<file path="src/rtl/apes_pkg.sv">
// Shared definitions for the APES count-acquisition sequencer: state encoding
// and default timing constants.
package apes_pkg;

    typedef enum logic [2:0] {
        ST_IDLE    = 3'd0,
        ST_CLEAR   = 3'd1,
        ST_INTEG   = 3'd2,
        ST_LATCH   = 3'd3,
        ST_READOUT = 3'd4
    } acq_state_t;

    localparam int CLK_HZ         = 50_000_000;
    localparam int CLR_CYCLES_DEF = 4;
    // 100 ms readout budget
    localparam int RD_TIMEOUT_DEF = CLK_HZ / 10;

endpackage

</file>
<file path="src/rtl/window_timer.sv">
// Loadable down-counter; tc is high while the count sits at zero, so loading
// N-1 gives a phase that lasts exactly N cycles.
module window_timer #(
    parameter int W = 24
) (
    input  logic         clk50,
    input  logic         rst,
    input  logic         load,
    input  logic [W-1:0] load_val,
    output logic         tc
);

    logic [W-1:0] count;

    always_ff @(posedge clk50) begin
        if (rst) begin
            count <= '0;
        end else if (load) begin
            count <= load_val;
        end else if (count != '0) begin
            count <= count - W'(1);
        end
    end

    assign tc = (count == '0);

endmodule

</file>
<file path="src/rtl/acq_window_sequencer.sv">
// Acquisition window sequencer: CLEAR -> INTEG -> LATCH -> READOUT, repeating
// while enable is high, with readout timeout accounting.
module acq_window_sequencer
    import apes_pkg::*;
#(
    parameter int CLR_CYCLES = CLR_CYCLES_DEF,
    parameter int INTEG_W    = 24,
    parameter int RD_TIMEOUT = RD_TIMEOUT_DEF,
    parameter int FRAME_W    = 16,
    parameter int ERR_W      = 8
) (
    input  logic               clk50,
    input  logic               rst,
    input  logic               enable,
    input  logic [INTEG_W-1:0] integ_len,
    input  logic               rdout_done,
    input  logic               status_clr,
    output logic               cnt_clr,
    output logic               cnt_start,
    output logic               collect_done,
    output logic               en_rocket_rd,
    output logic [FRAME_W-1:0] frame_cnt,
    output logic               timeout_flag,
    output logic [ERR_W-1:0]   timeout_cnt,
    output logic               busy,
    output logic [2:0]         dbg_state
);

    localparam int RD_W = (RD_TIMEOUT > 2) ? $clog2(RD_TIMEOUT) : 1;
    localparam logic [INTEG_W-1:0] CLR_LOAD = INTEG_W'(CLR_CYCLES - 1);
    localparam logic [RD_W-1:0]    RD_LOAD  = RD_W'(RD_TIMEOUT - 1);

    // Readout handshake: en_rocket_rd grants the count bus to the readout;
    // rdout_done is a single-cycle completion pulse honoured only in READOUT,
    // and the bus is withdrawn the cycle after done or after the timeout.

    acq_state_t         state, state_next;
    logic [INTEG_W-1:0] win_len;
    logic               ph_load, ph_tc;
    logic [INTEG_W-1:0] ph_val;
    logic               rd_load, rd_tc;
    logic               timeout_ev;
    logic               clear_entry;

    window_timer #(.W(INTEG_W)) u_phase_timer (
        .clk50    (clk50),
        .rst      (rst),
        .load     (ph_load),
        .load_val (ph_val),
        .tc       (ph_tc)
    );

    window_timer #(.W(RD_W)) u_rd_timer (
        .clk50    (clk50),
        .rst      (rst),
        .load     (rd_load),
        .load_val (RD_LOAD),
        .tc       (rd_tc)
    );

    always_ff @(posedge clk50) begin
        if (rst) begin
            state <= ST_IDLE;
        end else begin
            state <= state_next;
        end
    end

    always_comb begin
        state_next = state;
        ph_load    = 1'b0;
        ph_val     = '0;
        rd_load    = 1'b0;
        timeout_ev = 1'b0;
        case (state)
            ST_IDLE: begin
                if (enable) begin
                    state_next = ST_CLEAR;
                    ph_load    = 1'b1;
                    ph_val     = CLR_LOAD;
                end
            end
            ST_CLEAR: begin
                if (!enable) begin
                    state_next = ST_IDLE;
                end else if (ph_tc) begin
                    state_next = ST_INTEG;
                    ph_load    = 1'b1;
                    ph_val     = win_len - INTEG_W'(1);
                end
            end
            ST_INTEG: begin
                if (!enable) begin
                    state_next = ST_IDLE;
                end else if (ph_tc) begin
                    state_next = ST_LATCH;
                end
            end
            ST_LATCH: begin
                state_next = ST_READOUT;
                rd_load    = 1'b1;
            end
            ST_READOUT: begin
                // done wins over a coincident expiry
                if (rdout_done || rd_tc) begin
                    timeout_ev = !rdout_done;
                    if (enable) begin
                        state_next = ST_CLEAR;
                        ph_load    = 1'b1;
                        ph_val     = CLR_LOAD;
                    end else begin
                        state_next = ST_IDLE;
                    end
                end
            end
            default: state_next = ST_IDLE;
        endcase
    end

    assign clear_entry = (state_next == ST_CLEAR) && (state != ST_CLEAR);

    always_ff @(posedge clk50) begin
        if (rst) begin
            win_len <= '0;
        end else if (clear_entry) begin
            win_len <= (integ_len == '0) ? INTEG_W'(1) : integ_len;
        end
    end

    // Strobes are registered from the next state so they align with state.
    always_ff @(posedge clk50) begin
        if (rst) begin
            cnt_clr      <= 1'b0;
            cnt_start    <= 1'b0;
            collect_done <= 1'b0;
            en_rocket_rd <= 1'b0;
            busy         <= 1'b0;
        end else begin
            cnt_clr      <= (state_next == ST_CLEAR);
            cnt_start    <= (state_next == ST_INTEG);
            collect_done <= (state_next == ST_LATCH);
            en_rocket_rd <= (state_next == ST_READOUT);
            busy         <= (state_next != ST_IDLE);
        end
    end

    always_ff @(posedge clk50) begin
        if (rst) begin
            frame_cnt <= '0;
        end else if (state == ST_LATCH) begin
            frame_cnt <= frame_cnt + FRAME_W'(1);
        end
    end

    always_ff @(posedge clk50) begin
        if (rst) begin
            timeout_flag <= 1'b0;
            timeout_cnt  <= '0;
        end else if (timeout_ev) begin
            timeout_flag <= 1'b1;
            if (status_clr) begin
                timeout_cnt <= ERR_W'(1);
            end else if (timeout_cnt != '1) begin
                timeout_cnt <= timeout_cnt + ERR_W'(1);
            end
        end else if (status_clr) begin
            timeout_flag <= 1'b0;
            timeout_cnt  <= '0;
        end
    end

    assign dbg_state = state;

endmodule

</file>
<file path="config.mk">
export PLATFORM = sky130hd
export DESIGN_NAME = acq_window_sequencer
export DESIGN_NICKNAME = d
export VERILOG_FILES = /design/src/rtl/apes_pkg.sv /design/src/rtl/window_timer.sv /design/src/rtl/acq_window_sequencer.sv
export SDC_FILE = /design/constraint.sdc
export NUM_CORES = 1
export LEC_CHECK = 0
export ABC_AREA = 1
export CAP_MARGIN = 5
export CORE_UTILIZATION = 51
export DETAILED_ROUTE_END_ITERATION = 6
export PLACE_DENSITY = 0.73
export SYNTH_ARGS = -nofsm -noshare
export SYNTH_HDL_FRONTEND = slang
export SYNTH_SLANG_ARGS = --single-unit
export TNS_END_PERCENT = 1
</file>
<file path="constraint.sdc">
create_clock -name clk50 -period 4.8 [get_ports clk50]
set_clock_uncertainty 0.1 [all_clocks]
set_input_delay 1.44 -clock clk50 [delete_from_list [all_inputs] [get_ports clk50]]
set_output_delay 1.44 -clock clk50 [all_outputs]
set_load 0.02 [all_outputs]
</file>
==> results of run 1 <==
-- routing by layer --
metal	GRT usage	routed length, um	vias up
li1	-	-	2990
met1	0.334	7080	2608
met2	0.371	6410	161
met3	0.0574	887	19
met4	0.0604	198	0
met5	0	0	-
-- power by group through the flow --
| stage | combinational, mW | clock [mW] | sequential (mW) |
|---|---|---|---|
| after floorplan | 1.76 | 0 | 1.20 |
| after global placement | 2.13 | 0 | 1.23 |
| after detailed placement | 2.14 | 0 | 1.23 |
| after CTS | 2.15 | 0.781 | 1.21 |
| after global routing | 2.43 | 0.816 | 1.24 |
| final | 2.17 | 0.770 | 1.22 |
-- flip-flops by register name, indices dropped and copies added, names as in the netlist --
| signal | cells |
|---|---|
| u_phase_timer.count | 24 |
| win_len | 24 |
| u_rd_timer.count | 23 |
| frame_cnt | 16 |
| timeout_cnt | 8 |
| dbg_state | 3 |
| busy | 1 |
| cnt_clr | 1 |
| cnt_start | 1 |
| collect_done | 1 |
| en_rocket_rd | 1 |
| timeout_flag | 1 |
-- synthesized netlist by cell type, drive strengths merged --
| cell type | number | share of area |
|---|---|---|
| nor2 | 189 | 0.13 |
| nand2 | 175 | 0.12 |
| dfxtp | 104 | 0.34 |
| inv | 94 | 0.058 |
| nand3 | 65 | 0.058 |
| a21oi | 61 | 0.050 |
| o21ai | 46 | 0.038 |
| xor2 | 28 | 0.040 |
| nand4 | 26 | 0.029 |
| xnor2 | 19 | 0.027 |
| buf | 14 | 0.020 |
| nor3 | 12 | 0.011 |
| nand3b | 11 | 0.014 |
| or2 | 10 | 0.010 |
| clkbuf | 8 | 0.0056 |
| ha | 7 | 0.014 |
| a31oi | 6 | 0.0062 |
| o211ai | 6 | 0.0082 |
| nor4 | 3 | 0.0031 |
| and3 | 2 | 0.0021 |
| o21a | 2 | 0.0025 |
| o21bai | 2 | 0.0025 |
| clkinv | 1 | 0.00062 |
| nor3b | 1 | 0.0021 |
| o31ai | 1 | 0.0012 |
-- logic make-up (layout without fill, tap and decap cells) --
logic type | Yosys count | after routing | share of synthesized area
AO/OA/AOI/OAI | 124 | 124 | 0.109
adder cells (fa/ha/maj) | 7 | 7 | 0.0144
buffers and inverters | 117 | 175 | 0.0846
XOR/XNOR | 47 | 47 | 0.0677
AND/OR/NAND/NOR | 494 | 494 | 0.382
flip-flops | 104 | 104 | 0.342
-- worst register-to-register path, cell delays in order (launching register included) --
cell and delay [ps]:
sky130_fd_sc_hd__dfxtp_1 340, sky130_fd_sc_hd__inv_1 140, sky130_fd_sc_hd__ha_1 230, sky130_fd_sc_hd__nand2_1 80, sky130_fd_sc_hd__nor2_2 150, sky130_fd_sc_hd__nand3_4 200
sky130_fd_sc_hd__nand2_1 140, sky130_fd_sc_hd__nand2_1 80, sky130_fd_sc_hd__nand2_1 60, sky130_fd_sc_hd__buf_4 300, sky130_fd_sc_hd__inv_2 180, sky130_fd_sc_hd__o21ai_0 230
sky130_fd_sc_hd__a21oi_1 60
-- final cells by class --
cell class | count | area [um^2]
Fill cell | 1073 | 4470
Tap cell | 143 | 179
Clock buffer | 10 | 239
Timing Repair Buffer | 65 | 641
Clock inverter | 5 | 63.8
Inverter | 95 | 359
Sequential cell | 104 | 2080
Multi-Input combinational cell | 672 | 3490
-- per-stage QoR --
stage | util | power, mW | area, um^2 | hold WS (ps)
floorplan | - | 2.95 | 6080 | 344
global placement | 0.586 | 3.36 | 6750 | 369
detailed placement | 0.586 | 3.37 | 6750 | 371
CTS | 0.612 | 4.15 | 7050 | 383
global route | 0.612 | 4.49 | 7050 | 403
finish | 0.612 | 4.16 | 7050 | 386
-- final timing paths --
| check | cells after the start | end | slack, ps |
|---|---|---|---|
| min | 2 | win_len[23] | 390 |
| max reg2reg | 12 | win_len[0] | 2400 |
| max | 9 | u_phase_timer.count[17] | 1660 |
| min reg2reg | 2 | win_len[23] | 390 |
==> summary.txt, run 1 <==
Status
  • Result of the run: completed

Timing
  • Post-route fraction of the period consumed by the critical path: 0.655
  • Final setup violation count: 0
  • Least setup slack across all paths after layout: 1660 ps
  • Transition time of the tightest slew-check pin: 602 ps
  • Number of hold-slack violations in the final timing report: 0
  • RSZ-0062 raised after global routing: no
  • Maximum achievable frequency: 318 MHz
  • Number of max-slew violations in the final report: 0
  • Final critical delay including setup and external delays: 3140 ps
  • Max-slew headroom at the worst pin: 0.599
  • Setup TNS: 0 ps

Pwr
  • Fraction of power consumed by the clock network: 0.185
  • Cell-internal power: 2.26 mW
  • Net switching power: 1.90 mW
  • Max IR drop VDD: 322 uV
  • Register share of total power: 0.293
  • Lkg Pwr: 3.08 nW
  • Power density relative to cell area: 590 nW/um^2
  • Switching share of power: 0.456
  • Combinational power share: 0.522

Detailed routing
  • Post-route antenna net violation count: 0
  • # DRC: 0
  • Number of violations reported at the end of detailed-routing iteration 0: 397
  • Vias: 5778
  • Total length of routed wires: 14600 um
  • Number of iterations in the first detailed-routing pass: 5
  • Vias per cell: 5.28
  • Avg WL per Cell: 13.3 um

Floorplan
  • Die Ht: 111 um
  • Total Die Area: 12400 um^2
  • Number of rows in the core area: 39
  • Area of the core: 11500 um^2
  • I/O pin count: 62
  • Initial core utilization: 0.528
  • Width of the chip: 111 um

Min path
  • Hold Path Origin: win_len[23]
  • Path type of the worst min-delay path: flip-flop to flip-flop

Worst setup path
  • Max Fanout on Critical Path: 20
  • Sequence of cells on the critical path: clkdlybuf4s50_1, inv_1, nor2_4, nand4_4, nand2_2, nand2_2, nand3_2, nand2_2, a21oi_1
  • Critical Path End Type: flip-flop
  • Maximum single-stage delay on the critical path: 530 ps
  • Top cell family by delay on the critical path: simple AND/OR/NAND/NOR gates
  • Arrival time worst endpoint: 3330 ps
  • Startpoint type of the worst setup path: input port
  • Slowest-stage cell, CP: sky130_fd_sc_hd__clkdlybuf4s50_1
  • Start point of the critical path: enable
  • Cell mode on critical path: sky130_fd_sc_hd__nand2_2
  • WP data required: 4980 ps
  • Worst reg2reg path startpoint: u_rd_timer.count[0]
  • Category of the most critical setup path: input port to flip-flop
  • Total buffers and inverters traversed by the critical path: 2

Global routing
  • Via count of the first global-routing pass: 5031
  • Global-route wire length before repair: 24200 um
  • Pin count of the biggest net entering global routing: 39
  • Number of antenna violations at the first check in global routing: 0
  • Leftover overflow at the end of global routing: 0
  • Total global-route track usage: 0.240

Synthesis
  • Synthesized area divided by synthesized cell count: 6.81 um^2
  • Net count after synthesis: 929
  • Flops & latches, synth: 104
  • Sequential area share after synthesis: 0.342
  • Warnings, synthesis: 0
  • Count of mapped cells out of synthesis: 893
  • Synthesized cell area: 6080 um^2
  • Number of distinct library cell variants in the gate-level netlist after synthesis: 45

Finish
  • Final net count: 983
  • Area overhead of the layout relative to synthesis: 15.9%
  • Number of diodes: 0
  • Commonest non-fill, non-tap cells in the layout: sky130_fd_sc_hd__nor2_1, sky130_fd_sc_hd__nand2_1, sky130_fd_sc_hd__dfxtp_1
  • Most common cell after layout, fill and taps aside: sky130_fd_sc_hd__nor2_1
  • Fraction of layout cells with a size suffix above 1: 0.0789
  • Non-filler cells, final: 1094

Place
  • Number of buffer cells added on primary ports: 61
  • Cell count after placement: 1079
  • Routability Congestion: 0.886
  • DPL Wire Length: 10800 um
  • Post-placement setup slack: 1290 ps

Clock tree
  • Post-cts gate resize count: 0
  • Clock transition at path regs: 70 ps
  • Post-CTS Setup Inserts: 0
  • Buffer cell driving the clock tree root: sky130_fd_sc_hd__clkbuf_16
  • TritonCTS buffer count: 9
  • Sinks on Clock Net: 104
  • Post-cts hold buffer count: 0
  • CTS H-tree depth: 3
  • Clk_lat worst skew: 360 ps
  • Worst-case clock buffer depth: 2
  • CTS tree: yes

Run
  • Max-Cap Viols: 0
Power figures use the tool's default switching activity.
==> run 2, diff against run 1 <==
- clock period: 4.8 -> 2.9 ns (I/O delays scaled with it)
==> run 2 against run 1 <==
  * Worst setup slack worse by 1300 ps
  * Sequential power is 66% higher
  * First-iteration DRC count fell by 9.6%
  * Highest routed layer unchanged
  * Non-clock buffer count grew 2
  * Clock power grew 55%
  * Wire length rose by 0.67%
  * Critical path depth unchanged
  * Global-route usage rose by 0.70 points
  * Critical endpoint is now u_phase_timer.count[7]
==> summary.txt, run 2 (same netlist as run 1, synthesis figures left out) <==
Global routing
  • Leftover overflow at the end of global routing: 0
  • Global-route wire length before repair: 24900 um
  • Pin count of the biggest net entering global routing: 37
  • Total global-route track usage: 0.247
  • Via count of the first global-routing pass: 5306
  • Number of antenna violations at the first check in global routing: 0

Timing
  • Post-route fraction of the period consumed by the critical path: 0.889
  • Max-slew headroom at the worst pin: 0.706
  • RSZ-0062 raised after global routing: no
  • Transition time of the tightest slew-check pin: 438 ps
  • Maximum achievable frequency: 388 MHz
  • Number of max-slew violations in the final report: 0
  • Least setup slack across all paths after layout: 323 ps
  • Final setup violation count: 0
  • Number of hold-slack violations in the final timing report: 0
  • Final critical delay including setup and external delays: 2580 ps

Worst setup path
  • Max Fanout on Critical Path: 20
  • Startpoint type of the worst setup path: input port
  • WP data required: 3090 ps
  • Arrival time worst endpoint: 2760 ps
  • Flop2flop setup slack: 630 ps
  • Critical Path End Type: flip-flop
  • Category of the most critical setup path: input port to flip-flop

Min path
  • Path type of the worst min-delay path: flip-flop to flip-flop

Finish
  • Fraction of layout cells with a size suffix above 1: 0.0808
  • Most common cell after layout, fill and taps aside: sky130_fd_sc_hd__nor2_1
  • Number of diodes: 0
  • Largest registers: u_phase_timer.count (24), win_len (24), u_rd_timer.count (23)
  • Combined flip-flop and latch cell area: 2080 um^2
  • Final net count: 985
  • Fillers: 1124
  • Commonest non-fill, non-tap cells in the layout: sky130_fd_sc_hd__nor2_1, sky130_fd_sc_hd__nand2_1, sky130_fd_sc_hd__dfxtp_1
  • Area of the multi-input gates: 3490 um^2
  • Non-filler cells, final: 1096
  • Area overhead of the layout relative to synthesis: 15.7%

Clock tree
  • Post-cts gate resize count: 0
  • CTS tree: yes
  • Clock transition at path regs: 70 ps
  • Post-cts hold buffer count: 0
  • CTS H-tree depth: 3
  • Buffer cell driving the clock tree root: sky130_fd_sc_hd__clkbuf_16
  • Clk_lat worst skew: 370 ps
  • Worst-case clock buffer depth: 2
  • Sinks on Clock Net: 104
  • Post-CTS Setup Inserts: 0
  • TritonCTS buffer count: 9

Pwr
  • Lkg Pwr: 3.08 nW
  • Max IR drop VDD: 418 uV
  • Power density relative to cell area: 967 nW/um^2
  • Final total power: 6.80 mW

Detailed routing
  • Vias per cell: 5.27
  • # DRC: 0
  • Number of violations reported at the end of detailed-routing iteration 0: 359
  • Number of iterations in the first detailed-routing pass: 5
  • Post-route antenna net violation count: 0
  • Total length of routed wires: 14700 um
  • Vias: 5773
  • Avg WL per Cell: 13.4 um

Floorplan
  • Initial core utilization: 0.528
  • Die Ht: 111 um
  • Area of the core: 11500 um^2
  • I/O pin count: 62
  • Width of the chip: 111 um
  • Total Die Area: 12400 um^2
  • Number of rows in the core area: 39

Place
  • Number of buffer cells added on primary ports: 61
  • Post-placement setup slack: -42.3 ps
  • DPL Wire Length: 10900 um
  • Cell count after placement: 1081
  • Routability Congestion: 0.887

Status
  • Result of the run: completed

Run
  • Max-Cap Viols: 0
-- run 2: cell types whose count changed in the layout (fill, tap and decap cells not counted), sizes merged --
cell      change
buf           +2
inv           +2
bufinv        -1
clkbuf        -1
clkinv        +1
clkinvlp      -1
-- run 2: worst paths after layout --
kind | startpoint | endpoint | cells after the start
worst max-delay path | enable | u_phase_timer.count[7] | 9
worst min-delay path | win_len[23] | win_len[23] | 2
worst max register to register | u_rd_timer.count[0] | u_phase_timer.count[18] | 12
worst min register to register | win_len[23] | win_len[23] | 2
-- run 2: layout make-up --
class | count | area share
Clock buffer | 9 | 0.0320
Timing Repair Buffer | 67 | 0.0932
Tap cell | 143 | 0.0254
Clock inverter | 6 | 0.00729
Sequential cell | 104 | 0.296
Multi-Input combinational cell | 672 | 0.495
Inverter | 95 | 0.0510
-- run 2: stage by stage --
step	TNS (ps)	hold WS [ps]	instance area (um^2)	util
after global routing	0	420	7040	0.611
after global placement	0	366	6760	0.587
after detailed placement	-243	374	6760	0.587
after floorplan	0	344	6080	-
after CTS	0	384	7040	0.611
final	0	386	7040	0.611
-- run 2: routing by layer --
layer,GRT usage,vias to the layer above,share of wire
li1,-,3004,-
met1,0.338,2640,0.50
met2,0.391,112,0.44
met3,0.0547,17,0.040
met4,0.0640,0,0.016
met5,0,-,0
-- run 2: critical path: stages --
cell	delay (ps)
sky130_fd_sc_hd__clkdlybuf4s50_1	530
sky130_fd_sc_hd__inv_1	110
sky130_fd_sc_hd__nor2_4	170
sky130_fd_sc_hd__nand4_4	160
sky130_fd_sc_hd__nand2_2	90
sky130_fd_sc_hd__nand2_2	250
sky130_fd_sc_hd__nand3_2	200
sky130_fd_sc_hd__nand2_2	180
sky130_fd_sc_hd__a21oi_1	190
-- run 2: power by group --
| group | switching (mW) | internal [mW] | total (mW) |
|---|---|---|---|
| registers | 0.300 | 1.72 | 2.02 |
| clock network | 0.601 | 0.594 | 1.19 |
| logic | 2.26 | 1.33 | 3.59 |
| total | 3.16 | 3.64 | 6.80 |
==> RTL edit: new RTL, flow settings as in run 1 <==
The output `cnt_clr` loses its register stage (`cnt_clr` becomes a continuous assignment).
--- a/src/rtl/acq_window_sequencer.sv
+++ b/src/rtl/acq_window_sequencer.sv
@@ -130,19 +130,19 @@
     // Strobes are registered from the next state so they align with state.
     always_ff @(posedge clk50) begin
         if (rst) begin
-            cnt_clr      <= 1'b0;
             cnt_start    <= 1'b0;
             collect_done <= 1'b0;
             en_rocket_rd <= 1'b0;
             busy         <= 1'b0;
         end else begin
-            cnt_clr      <= (state_next == ST_CLEAR);
             cnt_start    <= (state_next == ST_INTEG);
             collect_done <= (state_next == ST_LATCH);
             en_rocket_rd <= (state_next == ST_READOUT);
             busy         <= (state_next != ST_IDLE);
         end
     end
+
+    assign cnt_clr = (state_next == ST_CLEAR);
 
     always_ff @(posedge clk50) begin
         if (rst) begin
Behaviour: not the same (a bounded check fails within 4 cycles, from zero or initial values and one cycle with rst high).
==> RTL edit against run 1 <==
Highest routed layer unchanged; count of clock-buffer cells in the layout unchanged; power down 0.48%; sequential share of layout area decreased by 0.65 points; design area is 1.3% higher; first-iteration DRC count is 9.8% lower; sequential cell count fell by 1; fmax shrank 28%; largest cell class unchanged; worst setup slack got worse by 1.2 ns; via count rose by 2.2%; routed wire length up 2.0%; synthesized area is 0.23% higher.
==> RTL edit: results (changes against run 1) <==
outcome completed; drt initial violations 358 (-9.8%); FF-to-FF End u_phase_timer.count[23]; top cells by count, synth nand2_1 (182), nor2_1 (161), dfxtp_1 (103); CP delay by family, top buffers and inverters; post-synthesis sequential area ratio 0.338 (-0.00406); Die W 111 µm (+0.11%); Placer Congestion 0.912 (+2.9%); top cells by area, synth dfxtp_1 (34%), nand2_1 (11%), nor2_1 (9.9%), nand3_1 (6.1%), inv_1 (5.7%); Syn Nets 952 (+2.5%); fin nets 1,013 (+3.1%); FF-to-FF path depth 10 (-2); Fin Hold WS 0.375 ns (-0.0110 ns); start of the worst register-to-register path u_phase_timer.count[0]; vias in the first global route 5,366 (+6.7%); largest net degree at the start of global routing 42 (+7.7%); Filler cells 1,090 (+1.6%); met3 Use GR 0.0593 (+0.00193); met1 usage 0.317 (-0.0173); Critical Path AT 2.83 ns (-0.50 ns); dpl hpwl 11.1 mm (+3.0%); net switching power 0.00190 W (+0.38%); Worst Tran Pin Value 0.451 ns (-0.151 ns); vias 5,907 (+2.2%); vias per cell 5.25 (-0.58%); layout cells sized above 1 0.0916 (+0.0128); pre-CTS setup slack 0.0739 ns (-1.22 ns); peak supply drop 0.243 mV (-24%); aggregate global-route resource usage 0.246 (+0.00586); LEAKAGE 3.12 nW (+1.1%); first-pass GRT wire length 24.8 mm (+2.7%); R2R setup slack 2.70 ns (+0.30 ns); delay of the slowest critical-path stage 0.56 ns (+0.03 ns)
==> RTL edit: how the worst max path moves through the flow <==
stage | start | to | slack (ns) | cells after the start
final | enable | cnt_clr | 0.43 | 8
after global routing | enable | cnt_clr | 0.24 | 8
after global placement | enable | cnt_clr | 0.07 | 8
after detailed placement | enable | cnt_clr | 0.07 | 8
after floorplan | rdout_done | cnt_clr | 1.02 | 6
after CTS | enable | cnt_clr | 0.05 | 8
==> RTL edit: metrics by stage <==
step	utilization	cell area, µm²
after detailed placement	0.593	6830
after floorplan	-	6100
final	0.620	7140
after global placement	0.593	6830
after global routing	0.620	7140
after CTS	0.620	7140
==> RTL edit: power by group through the flow <==
stage	clock network (W)	registers (W)	logic (W)
final	0.000758	0.00120	0.00218
after global routing	0.000812	0.00123	0.00248
after detailed placement	0	0.00122	0.00215
after global placement	0	0.00122	0.00213
after floorplan	0	0.00118	0.00177
after CTS	0.000772	0.00120	0.00217
==> RTL edit: routing by layer <==
layer	vias to the layer above	wire length, µm
met5	-	0
met4	0	207
met3	18	714
met2	131	6800
met1	2653	7150
li1	3105	-
==> RTL edit: cells by family after synthesis <==
logic type	after synthesis	synth area share
flip-flops	103	0.338
XOR/XNOR	34	0.0489
AND/OR/NAND/NOR	518	0.401
adder cells (fa/ha/maj)	7	0.0144
AO/OA/AOI/OAI	132	0.114
buffers and inverters	122	0.0833
==> RTL edit: worst reg2reg max path: stages (launching register included) <==
cell and delay (ns):
dfxtp_1 0.30, inv_1 0.16, ha_1 0.25, nand2_1 0.08
nor2_2 0.17, nand4_4 0.22, inv_2 0.30, nand3_1 0.22
nand2_1 0.12, nand2_1 0.05, nor2_1 0.07
==> RTL edit: area by class of cell <==
cell class | count | area (µm²) | share of cell area
Clock buffer | 10 | 229 | 0.0321
Clock inverter | 6 | 75.1 | 0.0105
Inverter | 101 | 380 | 0.0533
Multi-Input combinational cell | 691 | 3530 | 0.494
Sequential cell | 103 | 2060 | 0.289
Tap cell | 143 | 179 | 0.0251
Timing Repair Buffer | 71 | 688 | 0.0964
